`config.mk`:
```
export PLATFORM = sky130hd
export DESIGN_NAME = norm_shift
export DESIGN_NICKNAME = d
export VERILOG_FILES = /design/src/rtl/norm_shift.sv
export SDC_FILE = /design/constraint.sdc
export NUM_CORES = 1
export LEC_CHECK = 0
export CAP_MARGIN = 0
export CORE_MARGIN = 2
export CORE_UTILIZATION = 50
export CTS_CLUSTER_DIAMETER = 80
export CTS_CLUSTER_SIZE = 25
export DETAILED_ROUTE_END_ITERATION = 16
export GPL_TIMING_DRIVEN = 0
export PLACE_DENSITY = 0.86
export SYNTH_ARGS = -nofsm -noshare
export SYNTH_HDL_FRONTEND = slang
export SYNTH_SLANG_ARGS = --single-unit
```
`constraint.sdc`:
```
create_clock -name clk -period 1.65 [get_ports clk]
set_clock_uncertainty 0.05 [all_clocks]
set_input_delay 0.33 -clock clk [delete_from_list [all_inputs] [get_ports clk]]
set_output_delay 0.33 -clock clk [all_outputs]
set_load 0.005 [all_outputs]
```
`src/rtl/norm_shift.sv`:
```
// Iterative normalizer: shifts an operand one bit per clock until its MSB (d=0)
// or LSB (d=1) is set, reporting the shifted value and the number of positions moved.
module norm_shift #(
   parameter int WIDTH = 8,
   parameter int CNT_W = 3
) (
   input  logic             clk,
   input  logic             rst_n,
   input  logic             start,
   input  logic [WIDTH-1:0] a,
   input  logic             d,
   output logic             busy,
   output logic             done,
   output logic [WIDTH-1:0] x,
   output logic [CNT_W-1:0] n,
   output logic             zero
);

   // state  | meaning
   // S_IDLE | waiting for start
   // S_RUN  | shifting work one bit per cycle until the target bit is set
   // S_DONE | one-cycle result strobe; start here is accepted back-to-back
   typedef enum logic [1:0] {S_IDLE, S_RUN, S_DONE} state_t;

   state_t           state_q, state_d;
   logic [WIDTH-1:0] work_q, work_d;
   logic             dir_q, dir_d;
   logic [CNT_W-1:0] cnt_q, cnt_d;
   logic [WIDTH-1:0] x_q, x_d;
   logic [CNT_W-1:0] n_q, n_d;
   logic             zero_q, zero_d;
   logic             hit;

   assign hit = dir_q ? work_q[0] : work_q[WIDTH-1];

   always_ff @(posedge clk) begin
      if (!rst_n) begin
         state_q <= S_IDLE;
         work_q  <= '0;
         dir_q   <= 1'b0;
         cnt_q   <= '0;
         x_q     <= '0;
         n_q     <= '0;
         zero_q  <= 1'b0;
      end else begin
         state_q <= state_d;
         work_q  <= work_d;
         dir_q   <= dir_d;
         cnt_q   <= cnt_d;
         x_q     <= x_d;
         n_q     <= n_d;
         zero_q  <= zero_d;
      end
   end

   always_comb begin
      state_d = state_q;
      work_d  = work_q;
      dir_d   = dir_q;
      cnt_d   = cnt_q;
      x_d     = x_q;
      n_d     = n_q;
      zero_d  = zero_q;
      case (state_q)
         S_IDLE: begin
            if (start) begin
               state_d = S_RUN;
               work_d  = a;
               dir_d   = d;
               cnt_d   = '0;
            end
         end
         S_RUN: begin
            if (work_q == '0) begin
               state_d = S_DONE;
               x_d     = '0;
               n_d     = '0;
               zero_d  = 1'b1;
            end else if (hit) begin
               state_d = S_DONE;
               x_d     = work_q;
               n_d     = cnt_q;
               zero_d  = 1'b0;
            end else begin
               work_d = dir_q ? (work_q >> 1) : (work_q << 1);
               cnt_d  = cnt_q + CNT_W'(1);
            end
         end
         S_DONE: begin
            if (start) begin
               state_d = S_RUN;
               work_d  = a;
               dir_d   = d;
               cnt_d   = '0;
            end else begin
               state_d = S_IDLE;
            end
         end
         default: state_d = S_IDLE;
      endcase
   end

   assign busy = (state_q == S_RUN);
   assign done = (state_q == S_DONE);
   assign x    = x_q;
   assign n    = n_q;
   assign zero = zero_q;

endmodule

```
Word-level counts from Yosys, hierarchy flattened
Index checks and enable logic that the tools add are counted.
{"block": "classes", "add_sub_neg": 1, "multipliers": 0, "div_mod_pow": 0, "n_lt_le_gt_ge": 0, "eq_ne": 7, "shifts": 0, "muxes": 21, "n_bitwise": 0, "n_reduce_logical": 9}
{"cell": "$mux W8", "n": 6}
{"cell": "$pmux W8 S2", "n": 1}
{"cell": "$mux W3", "n": 5}
{"cell": "$logic_not A8 Y1", "n": 1}
{"cell": "$mux W2", "n": 3}
{"cell": "$ne A2 B2 Y1 const B", "n": 3}
{"cell": "$pmux W2 S3", "n": 1}
{"cell": "$pmux W3 S2", "n": 1}
{"cell": "$reduce_and A2 Y1", "n": 3}
{"cell": "$mux W1", "n": 4}
{"cell": "$reduce_and A4 Y1", "n": 1}
{"cell": "$reduce_bool A2 Y1", "n": 2}
{"cell": "$add A3 B1 Y3 const B", "n": 1}
{"cell": "$ne A3 B1 Y1 const B", "n": 1}
{"cell": "$eq A2 B1 Y1 const B", "n": 1}
{"cell": "$eq A2 B2 Y1 const B", "n": 1}
{"cell": "$logic_not A2 Y1", "n": 1}
{"cell": "$ne A2 B1 Y1 const B", "n": 1}
{"cell": "$reduce_or A2 Y1", "n": 1}
{"block": "word_totals", "register_bits": 26, "latch_bits": 0, "ram_bits": 0, "mem_bits_ro": 0, "in_bits": 12, "word_cells": 45, "n_memories": 0}

Logic depth before layout (Yosys ltp)
{"block": "depth", "word_depth": 4, "depth_mapped": 5, "ltp_nobuf": 5}

Worst setup path after synthesis
OpenSTA, ideal clock, no wires.
{"block": "synth_timing", "path_type": "reg-to-reg", "start": "reg dir_q", "end": "reg work_q[1]", "setup_ps": 72, "arrival_ps": 1387, "t_required_ps": 1528, "path_slack_ps": 142, "path_stages_with_launch": 6, "n_path_buf": 1, "path_cell_list": "dfxtp_1 -> mux2_2 -> a211o_2 -> o21ai_2 -> buf_6 -> mux2i_1"}
{"block": "synth_via", "elab_chain_len": 4, "elab_cells_between_ends": 7, "classes_between": "eq/ne (1); mux (5); reduce/logical (1)"}
{"item": "start, declared", "line_no": "27", "text": "logic dir_q, dir_d;"}
{"item": "start signal, assigned", "line_no": "48", "text": "dir_q <= dir_d;"}
{"item": "$mux W8", "line_no": "85", "text": "work_d = dir_q ? (work_q >> 1) : (work_q << 1);"}
{"item": "$mux W8", "line_no": "79", "text": "end else if (hit) begin"}
{"item": "$mux W8", "line_no": "74", "text": "if (work_q == '0) begin"}
{"item": "$pmux W8 S2", "line_no": "64", "text": "case (state_q)"}
{"item": "end signal, assigned", "line_no": "47", "text": "work_q <= work_d;"}
{"item": "end, declared", "line_no": "26", "text": "logic [WIDTH-1:0] work_q, work_d;"}
Several ways; a longest one is shown, not always the timed one. The select of a mux whose other input is x is not followed.
A chain may end at the register's enable or synchronous reset.

Final worst setup path
{"block": "layout_timing", "start": "reg work_q[7]", "end": "reg x_q[5] (netlist: x[5])"}
{"block": "layout_via", "elab_chain_len": 3, "elab_cells_between_ends": 5, "classes_between": "mux (2); reduce/logical (3)"}
{"item": "$logic_not A8 Y1 / $mux W1 (equally long branches)", "line_no": "74, 34"}
{"item": "$reduce_bool A2 Y1 (no line)"}
{"item": "$reduce_and A2 Y1 (no line)"}
{"item": "end signal, assigned", "line_no": "42", "text": "x_q <= '0;"}
{"item": "end signal, assigned", "line_no": "50", "text": "x_q <= x_d;"}
{"item": "end, declared", "line_no": "29", "text": "logic [WIDTH-1:0] x_q, x_d;"}
Several ways; a longest one is shown, not always the timed one.

==> flow_metrics.env <==
export IMPL_cts_tree="built"
export IMPL_layout_drive_gt1_share_pct=15.38
export IMPL_hold_path_depth=2
export IMPL_switchingPower_uw=472.8
export IMPL_critical_path_max_stage_delay_ns=0.38
export IMPL_netlist_area_sq_um=1266
export IMPL_die_h_um=54.33
export IMPL_maxCapViolations=0
export IMPL_synth_warnings=0
export IMPL_ys_seq_elements=26
export IMPL_intPower_mw=1.044
export IMPL_crit_buf_inv=1
export IMPL_diodes=0
export IMPL_stdcell_count=199
export IMPL_pin_count=26
export IMPL_slew_headroom_pct=66.77
export IMPL_cts_buffers=3
export IMPL_yosys_area_top_type="dfxtp_1"
export IMPL_htreeDepth=1
export IMPL_viasPerCell=5.593
export IMPL_avgSynthCellArea_sq_um=9.310
export IMPL_drc=0
export IMPL_cpMaxStageDelayCell="dfxtp_2"
export IMPL_rsz0062_at_grt="true"
export IMPL_syn_inst=136
export IMPL_synth_yosys_seq_area_share_pct=41.11
export IMPL_fmax_mhz=615.0
export IMPL_cp_end_kind="flop"
export IMPL_status="finished, final reports clean"
export IMPL_hold_buffers=0
export IMPL_gp_congestion=0.8876
export IMPL_clk_pin_slew_ns=0.14
export IMPL_synth_edf_count=0
export IMPL_fin_area_sq_um=1662
export IMPL_grt_pass1_vias=1003
export IMPL_wire_per_inst_um=14.55
export IMPL_arrival_ns=1.84
export IMPL_first_iter_violations=15
export IMPL_num_vias=1113
export IMPL_synth_common_cells="nand2_1 (32), mux2i_1 (27), dfxtp_1 (26), clkbuf_1 (6), o211ai_1 (6)"
export IMPL_placed_cells=191
export IMPL_rows=18
export IMPL_synthDistinctLibCells=26
export IMPL_grt_pass1_wl_um=4471
export IMPL_path_max_fanout=10
export IMPL_crit_path_start_kind="flop"
export IMPL_fp_dieW_um=54.33
export IMPL_worstPathCellList="nor4_4 -> nand2_2 -> a21oi_4 -> buf_8 -> mux2i_1"
export IMPL_final_nets=183
export IMPL_clock_path_buffers=2
export IMPL_hold_viol_final=0
export IMPL_crit_required_ns=1.86
export IMPL_period_share_pct=98.55
export IMPL_rr_worst_depth=5
export IMPL_antenna_found_initial=0
export IMPL_portBuffers=25
export IMPL_ys_flop_type="dfxtp_1"
export IMPL_tns_ns=0
export IMPL_cp_num_cells=5
export IMPL_vdd_drop_max_v=0.0007012
export IMPL_swShare_pct=31.16
export IMPL_grt_max_degree=15
export IMPL_layout_min_cycle_time_ns=1.626
export IMPL_synth_area_leaders="dfxtp_1 (41%), mux2i_1 (21%), nand2_1 (9.5%)"
export IMPL_detail_route_wirelength_um=2896
export IMPL_hold_class="flop to flop"
export IMPL_power_density_nw_per_um2=913.1
export IMPL_gr_total_overflow=0
export IMPL_dieArea_sq_um=2951
export IMPL_yosysTopAreaCellShare_pct=41.11
export IMPL_combinationalPowerShare_pct=28.9
export IMPL_clock_sinks=26
export IMPL_tightest_slew_ns=0.4984
export IMPL_p_seq_share_pct=49.2
export IMPL_p_leak_nw=0.6229
export IMPL_clock_latency_ns=0.34
export IMPL_ant_nets=0
export IMPL_root_buffer="clkbuf_4"
export IMPL_place_area_sq_um=1554
export IMPL_initial_core_util_pct=52.06
export IMPL_yosysMostFrequentCell="nand2_1"
export IMPL_dp_hpwl_um=1957
export IMPL_synth_nets=149
export IMPL_path_delay_family="simple AND/OR/NAND/NOR gates"
export IMPL_syn_to_final_growth_pct=31.23
export IMPL_criticalPathCategory="flop to flop"
export IMPL_drt_first_pass_iters=4
export IMPL_slew_violations=0
export IMPL_grt_usage_pct=21.18
export IMPL_finalSetupViolCount=0
export IMPL_pwr_share_clk_pct=21.9
export IMPL_async_reset_ff_share_pct=0
export IMPL_core_region_area_sq_um=2432
==> kinds of logic after synthesis <==
family	count (synthesis)	synth area share, %
simple gates	49	19.76
mux	28	22.23
flops	26	41.11
compound gates	19	10.77
buf+inv	13	5.137
fa+ha+maj	1	0.9880
==> final timing paths <==
kind | startpoint | endpoint | slack, ns
worst min-delay path | x[7]$_SDFFE_PN0P_ | x[7]$_SDFFE_PN0P_ | 0.42
worst max-delay path | work_q[7]$_SDFFE_PN0P_ | x[5]$_SDFFE_PN0P_ | 0.02
worst min register to register | x[7]$_SDFFE_PN0P_ | x[7]$_SDFFE_PN0P_ | 0.42
worst max register to register | work_q[7]$_SDFFE_PN0P_ | x[5]$_SDFFE_PN0P_ | 0.02
==> stage by stage <==
stage | power, mW | setup WS (ns) | utilization (%) | hold slack [ns]
after floorplan | 1.015 | 0.1418 | - | 0.4011
final | 1.517 | 0.02395 | 68.31 | 0.4222
after detailed placement | 1.135 | -0.4161 | 63.89 | 0.3990
after global routing | 1.577 | -0.02377 | 68.31 | 0.4368
after global placement | 1.123 | -0.3718 | 63.89 | 0.3923
after CTS | 1.478 | -0.006070 | 66.87 | 0.4227
==> what timing repair did <==
action / CTS / global route
setup buffers: 1 / 2
resized for setup: 13 / 7
pin swaps: 2 / 2
setup endpoints to repair: 15 / 14
cloned: 0 / 1
==> power by group through the flow <==
stage	Combinational [mW]	Clock (mW)	Sequential (mW)
finish	0.439	0.332	0.746
CTS	0.405	0.331	0.742
global placement	0.372	0	0.751
floorplan	0.273	0	0.742
detailed placement	0.382	0	0.753
global route	0.472	0.351	0.753
==> cell usage in the layout (no fill, tap or decap), drive strengths merged, types with 2 or more instances in the layout <==
cell type | Yosys | layout
nand2 | 33 | 33
o211ai | 6 | 6
nand3b | 2 | 2
dfxtp | 26 | 26
inv | 4 | 4
nand3 | 5 | 5
o22ai | 3 | 3
mux2i | 27 | 27
buf | 3 | 7
nor4 | 2 | 2
clkbuf | 6 | 10
and2 | 3 | 3
clkdlybuf4s15 | 0 | 2
nand2b | 2 | 2
clkdlybuf4s50 | 0 | 23
o21ai | 5 | 5
==> layout make-up <==
| cell class | count | area [sq um] |
|---|---|---|
| inverters | 4 | 15.01 |
| repair buffers | 29 | 280.3 |
| well taps | 30 | 37.54 |
| multi-input cells | 97 | 698.2 |
| fillers | 196 | 770.7 |
| flip-flops and latches | 26 | 528.0 |
| clock buffers | 4 | 36.28 |
| plain buffers | 9 | 66.31 |
==> worst min-delay path: cells and delay by family (launching register included) <==
| kind | cells | cell delay, ns |
|---|---|---|
| flops | 1 | 0.34 |
| mux | 1 | 0.05 |
| simple gates | 1 | 0.05 |
==> per-layer routing <==
metal  GRT usage [%]  share of wire, %  vias to the layer above  wire, um
met4           10.42               2.8                        0        81
met2           36.14                47                       32      1370
li1                -                 -                      539         -
met1           26.22                46                      533      1327
met5               0                 0                        -         0
met3           2.459               4.0                        9       116
==> sequential cells by signal, indices dropped and copies added, names as in the netlist <==
signal / flops
cnt_q: 3
dir_q: 1
n: 3
state_q: 2
work_q: 8
x: 8
zero: 1
(Power assumes the default switching activity.)
==> RTL change 1 (config.mk and constraints unchanged) <==
`x_q` no longer has a reset.
--- a/src/rtl/norm_shift.sv
+++ b/src/rtl/norm_shift.sv
@@ -39,7 +39,6 @@
          work_q  <= '0;
          dir_q   <= 1'b0;
          cnt_q   <= '0;
-         x_q     <= '0;
          n_q     <= '0;
          zero_q  <= 1'b0;
       end else begin
@@ -47,10 +46,13 @@
          work_q  <= work_d;
          dir_q   <= dir_d;
          cnt_q   <= cnt_d;
-         x_q     <= x_d;
          n_q     <= n_d;
          zero_q  <= zero_d;
       end
+   end
+
+   always_ff @(posedge clk) begin
+      x_q <= x_d;
    end
 
    always_comb begin
Check against the original RTL: differs if rst_n is asserted again (counterexample within 4 cycles, from zero or initial values and one cycle with rst_n low); with rst_n held inactive, the same outputs for 10 cycles.
==> RTL change 1 against the original RTL <==
- sequential cell count did not move
- wire length is 7.1% higher
- power up 6.5%
- area after synthesis is 1.6% lower
- via count is 0.54% lower
- sequential power is 7.1% higher
- largest cell class is now flip-flops and latches
- cell area is 4.4% higher
- worst setup slack better by 0.0085 ns
==> RTL change 1: results (changes against the original RTL) <==
Non-clock buffers=54 (+42%); status=completed; GR Util All Layers=23.1% (+1.9 points); gpl congestion=0.844 (-4.9%); count of cell types in the netlist=32 (+23%); multi-input logic area=586 um2 (-16%); Inverters=2 (-2); comb_multi_in=83 (-14%); Rel. slew slack=70.5% (+3.7 points); most common library cells after synthesis=dfxtp_1, nand2_1, clkbuf_1; fillers=157 (-20%); sequential share of cell area=35.3% (+3.6 points); Post-Synth Adder-Cell Area=1.00% (+0.016 points); Detailed Place HPWL=1.86 mm (-5.2%); CP Data Arrival Time=1.81 ns (-0.03 ns); CP max stage delay=0.35 ns (-0.03 ns); Clock buf/inv share=1.30% (-0.89 points); leakage=0.646 nW (+3.7%); NonClk Buf Share=27.0% (+6.2 points); vias per cell=5.59 (about the same); largest net degree at the start of global routing=14 (-1); R2R depth=6 (+1); CP max FO=4 (-6); Mapped Nets=140 (-6.0%); layout cells sized above 1=22.6% (+7.2 points); total routed wirelength=3.10 mm (+7.1%); Post-synth EDFFs=8 (+8); RR Startpoint=dir_q$_SDFFE_PN0P_; last element of the critical path=work_q[0]$_SDFFE_PN0P_; CP max stage cell=dfxtp_1; largest cells by area after synthesis=dfxtp_1, edfxtp_1, nand2_1; Max VDD drop=0.665 mV (-5.2%)
-- RTL change 1: cell types whose count changed in the layout (fill, tap and decap cells not counted), moves of 3 or more --
cell,change
mux2i_1,-21
o21ai_0,-4
edfxtp_1,+8
clkbuf_1,+7
a21oi_1,+6
buf_4,+7
nand2_1,-15
nor2_1,+5
inv_1,-3
o21ai_1,+8
dfxtp_1,-8
-- RTL change 1: worst max-delay path, delay by kind of cell, from the launching register on --
kind | cells | cell delay [ns]
compound gates | 3 | 0.50
flops | 1 | 0.35
mux | 1 | 0.33
buf+inv | 2 | 0.29
-- RTL change 1: logic make-up after synthesis --
logic type,count (synthesis)
flip-flops,26
AO/OA/AOI/OAI,33
AND/OR/NAND/NOR,42
multiplexers,7
adder cells (fa/ha/maj),1
buffers and inverters,18
-- RTL change 1: metal layers --
metal | part of all wire (%) | wire length (um) | global-route usage [%] | vias up
li1 | - | - | - | 533
met1 | 42 | 1290 | 28.0 | 542
met2 | 53 | 1660 | 38.4 | 27
met3 | 3.2 | 98 | 3.61 | 5
met4 | 1.6 | 50 | 13.7 | 0
met5 | 0 | 0 | 0 | -
-- RTL change 1: stage by stage --
| stage | instances | worst slack (ns) | hold WS, ns | area (um2) |
|---|---|---|---|---|
| floorplan | 127 | 0.0118 | 0.413 | 1250 |
| global placement | 182 | -0.435 | 0.407 | 1530 |
| detailed placement | 182 | -0.440 | 0.408 | 1530 |
| CTS | 192 | 0.00871 | 0.436 | 1660 |
| global route | 198 | -0.0337 | 0.458 | 1740 |
| finish | 198 | 0.0324 | 0.438 | 1740 |
-- RTL change 1: report_power, final --
part / internal, mW / switching, mW / total (mW)
logic: 0.289 / 0.251 / 0.540
clock network: 0.0859 / 0.190 / 0.276
registers: 0.732 / 0.0669 / 0.799
-- RTL change 1: repair_timing --
action,4_1_cts,5_1_grt
cloned,0,0
pin swaps,4,3
setup buffers,7,6
resized for setup,18,15
setup endpoints to repair,23,27
hold buffers,0,0
-- RTL change 1: how the worst min path moves through the flow --
stage                            startpoint  depth (start not counted)                 to  slack, ns
after CTS                 n[1]$_SDFFE_PN0P_                          2  n[1]$_SDFFE_PN0P_       0.44
after global routing      n[2]$_SDFFE_PN0P_                          2  n[2]$_SDFFE_PN0P_       0.46
after floorplan           n[2]$_SDFFE_PN0P_                          2  n[2]$_SDFFE_PN0P_       0.41
final                     n[0]$_SDFFE_PN0P_                          2  n[0]$_SDFFE_PN0P_       0.44
after detailed placement  n[1]$_SDFFE_PN0P_                          2  n[1]$_SDFFE_PN0P_       0.41
after global placement    n[1]$_SDFFE_PN0P_                          2  n[1]$_SDFFE_PN0P_       0.41
==> RTL change 2 (config.mk and constraints unchanged) <==
Without the edit above. The parameter `CNT_W` goes from 3 to 6.
--- a/src/rtl/norm_shift.sv
+++ b/src/rtl/norm_shift.sv
@@ -2,7 +2,7 @@
 // or LSB (d=1) is set, reporting the shifted value and the number of positions moved.
 module norm_shift #(
    parameter int WIDTH = 8,
-   parameter int CNT_W = 3
+   parameter int CNT_W = 6
 ) (
    input  logic             clk,
    input  logic             rst_n,
Interface: changed (resized n); port bits go from 26 to 29. The function was not compared with the original's and may differ.
==> RTL change 2 against the original RTL <==
- sequential cell count rose by 6
- cell area rose by 34%
- wire length rose by 81%
- global-route usage rose by 9.6 points
- largest cell class unchanged
- area after synthesis rose by 18%
- non-clock buffer count rose by 25
- count of clock-buffer cells in the layout rose by 3
- worst setup slack got worse by 0.32 ns
- sequential power rose by 16%
- power rose by 50%
- core utilization rose by 11 points
- fmax fell by 16%
- sequential share of layout area fell by 2.6 points
- the flow now finishes with violations (setup timing)
- critical path type unchanged
- critical path depth did not move
==> RTL change 2: results (changes against the original RTL) <==
status=finished, violations left; failing checks=setup timing; hold-critical path endpoint=zero$_SDFFE_PN0P_; Resized cells post-CTS=34 (+21); Port Buf Inserts=27 (+8.0%); hold path depth=3 (+1); first-pass GRT wire length=7.86 mm (+76%); TritonCTS Buffers=5 (+2); Mapped Nets=172 (+15%); CP max FO=5 (-5); last element of the critical path=work_q[5]$_SDFFE_PN0P_; crit path from=work_q[5]$_SDFFE_PN0P_; area post-placement=1800 um2 (+16%); Max VDD drop=0.950 mV (+36%); CP Data Arrival Time=2.15 ns (+0.31 ns); fillers=152 (-22%); Rel. slew slack=63.9% (-2.8 points); Post-Synth Adder-Cell Area=0.840% (-0.15 points); most common library cells after synthesis=dfxtp_1, nand2_1, mux2i_1; min-delay src=rst_n; nets=230 (+26%); Synth Area in Compound Gates=17.1% (+6.4 points); mux contribution to synthesized area=15.5% (-6.8 points); Finish-stage setup viols=31 (+31); vias per cell=6.58 (+18%); met3 WL=422 um (+260%); vias in the first global route=1603 (+60%); routed len/inst=21.0 um (+44%); Worst Setup Slack, final=-0.294 ns (-0.318 ns); WL met2=2.40 mm (+75%); count of cell types in the netlist=33 (+27%); Detailed Route Iter0 Violations=80 (+65); largest net degree at the start of global routing=11 (-4); largest cells by area after synthesis=dfxtp_1, mux2i_1, nand2_1; GR Util All Layers=30.8% (+9.6 points)
-- RTL change 2: cell types whose count changed in the layout (fill, tap and decap cells not counted), sizes merged, moves of 4 or more --
cell / change
or3: +4
mux2i: -4
buf: +23
dfxtp: +6
a32o: +6
clkbuf: +4
nand4: +4
o2111ai: +4
-- RTL change 2: through the flow --
step | setup WS [ns] | hold slack, ns | TNS (ns) | cells | utilization [%]
2_1_floorplan | -0.0570 | 0.405 | -0.527 | 159 | -
3_3_place_gp | -0.253 | 0.398 | -3.86 | 217 | 64.9
3_5_place_dp | -0.301 | 0.407 | -5.47 | 217 | 64.9
4_1_cts | -0.197 | 0.369 | -3.80 | 241 | 76.9
5_1_grt | -0.320 | 0.399 | -6.40 | 249 | 79.8
6_report | -0.294 | 0.395 | -5.62 | 249 | 79.8
-- RTL change 2: power groups by stage --
stage               Sequential (mW)  Clock [mW]  Combinational (mW)
floorplan                     0.868           0               0.288
global placement              0.875           0               0.390
detailed placement            0.878           0               0.406
CTS                           0.862       0.683               0.624
global route                  0.871       0.712               0.749
finish                        0.869       0.683               0.725
-- RTL change 2: layout make-up --
cell class / instances / area (um2) / area share [%]
buffer: 11 / 91.3 / 4.11
clock buffer: 7 / 65.1 / 2.93
clock inverter: 1 / 30.0 / 1.35
timing repair buffer: 52 / 495 / 22.3
inverter: 4 / 16.3 / 0.733
sequential: 32 / 648 / 29.2
tap: 31 / 38.8 / 1.75
multi-input combinational: 111 / 835 / 37.6
-- RTL change 2: metal layers --
layer	vias to the layer above	track usage, %
li1	709	-
met1	780	37.8
met2	113	48.2
met3	36	10.5
met4	0	15.9
met5	-	0
-- RTL change 2: worst max-delay path: stages (launching register included) --
cell and delay [ns]:
dfxtp_1 0.38, or4_4 0.56, o211ai_4 0.19, a21boi_4 0.25, buf_6 0.17, mux2i_1 0.25
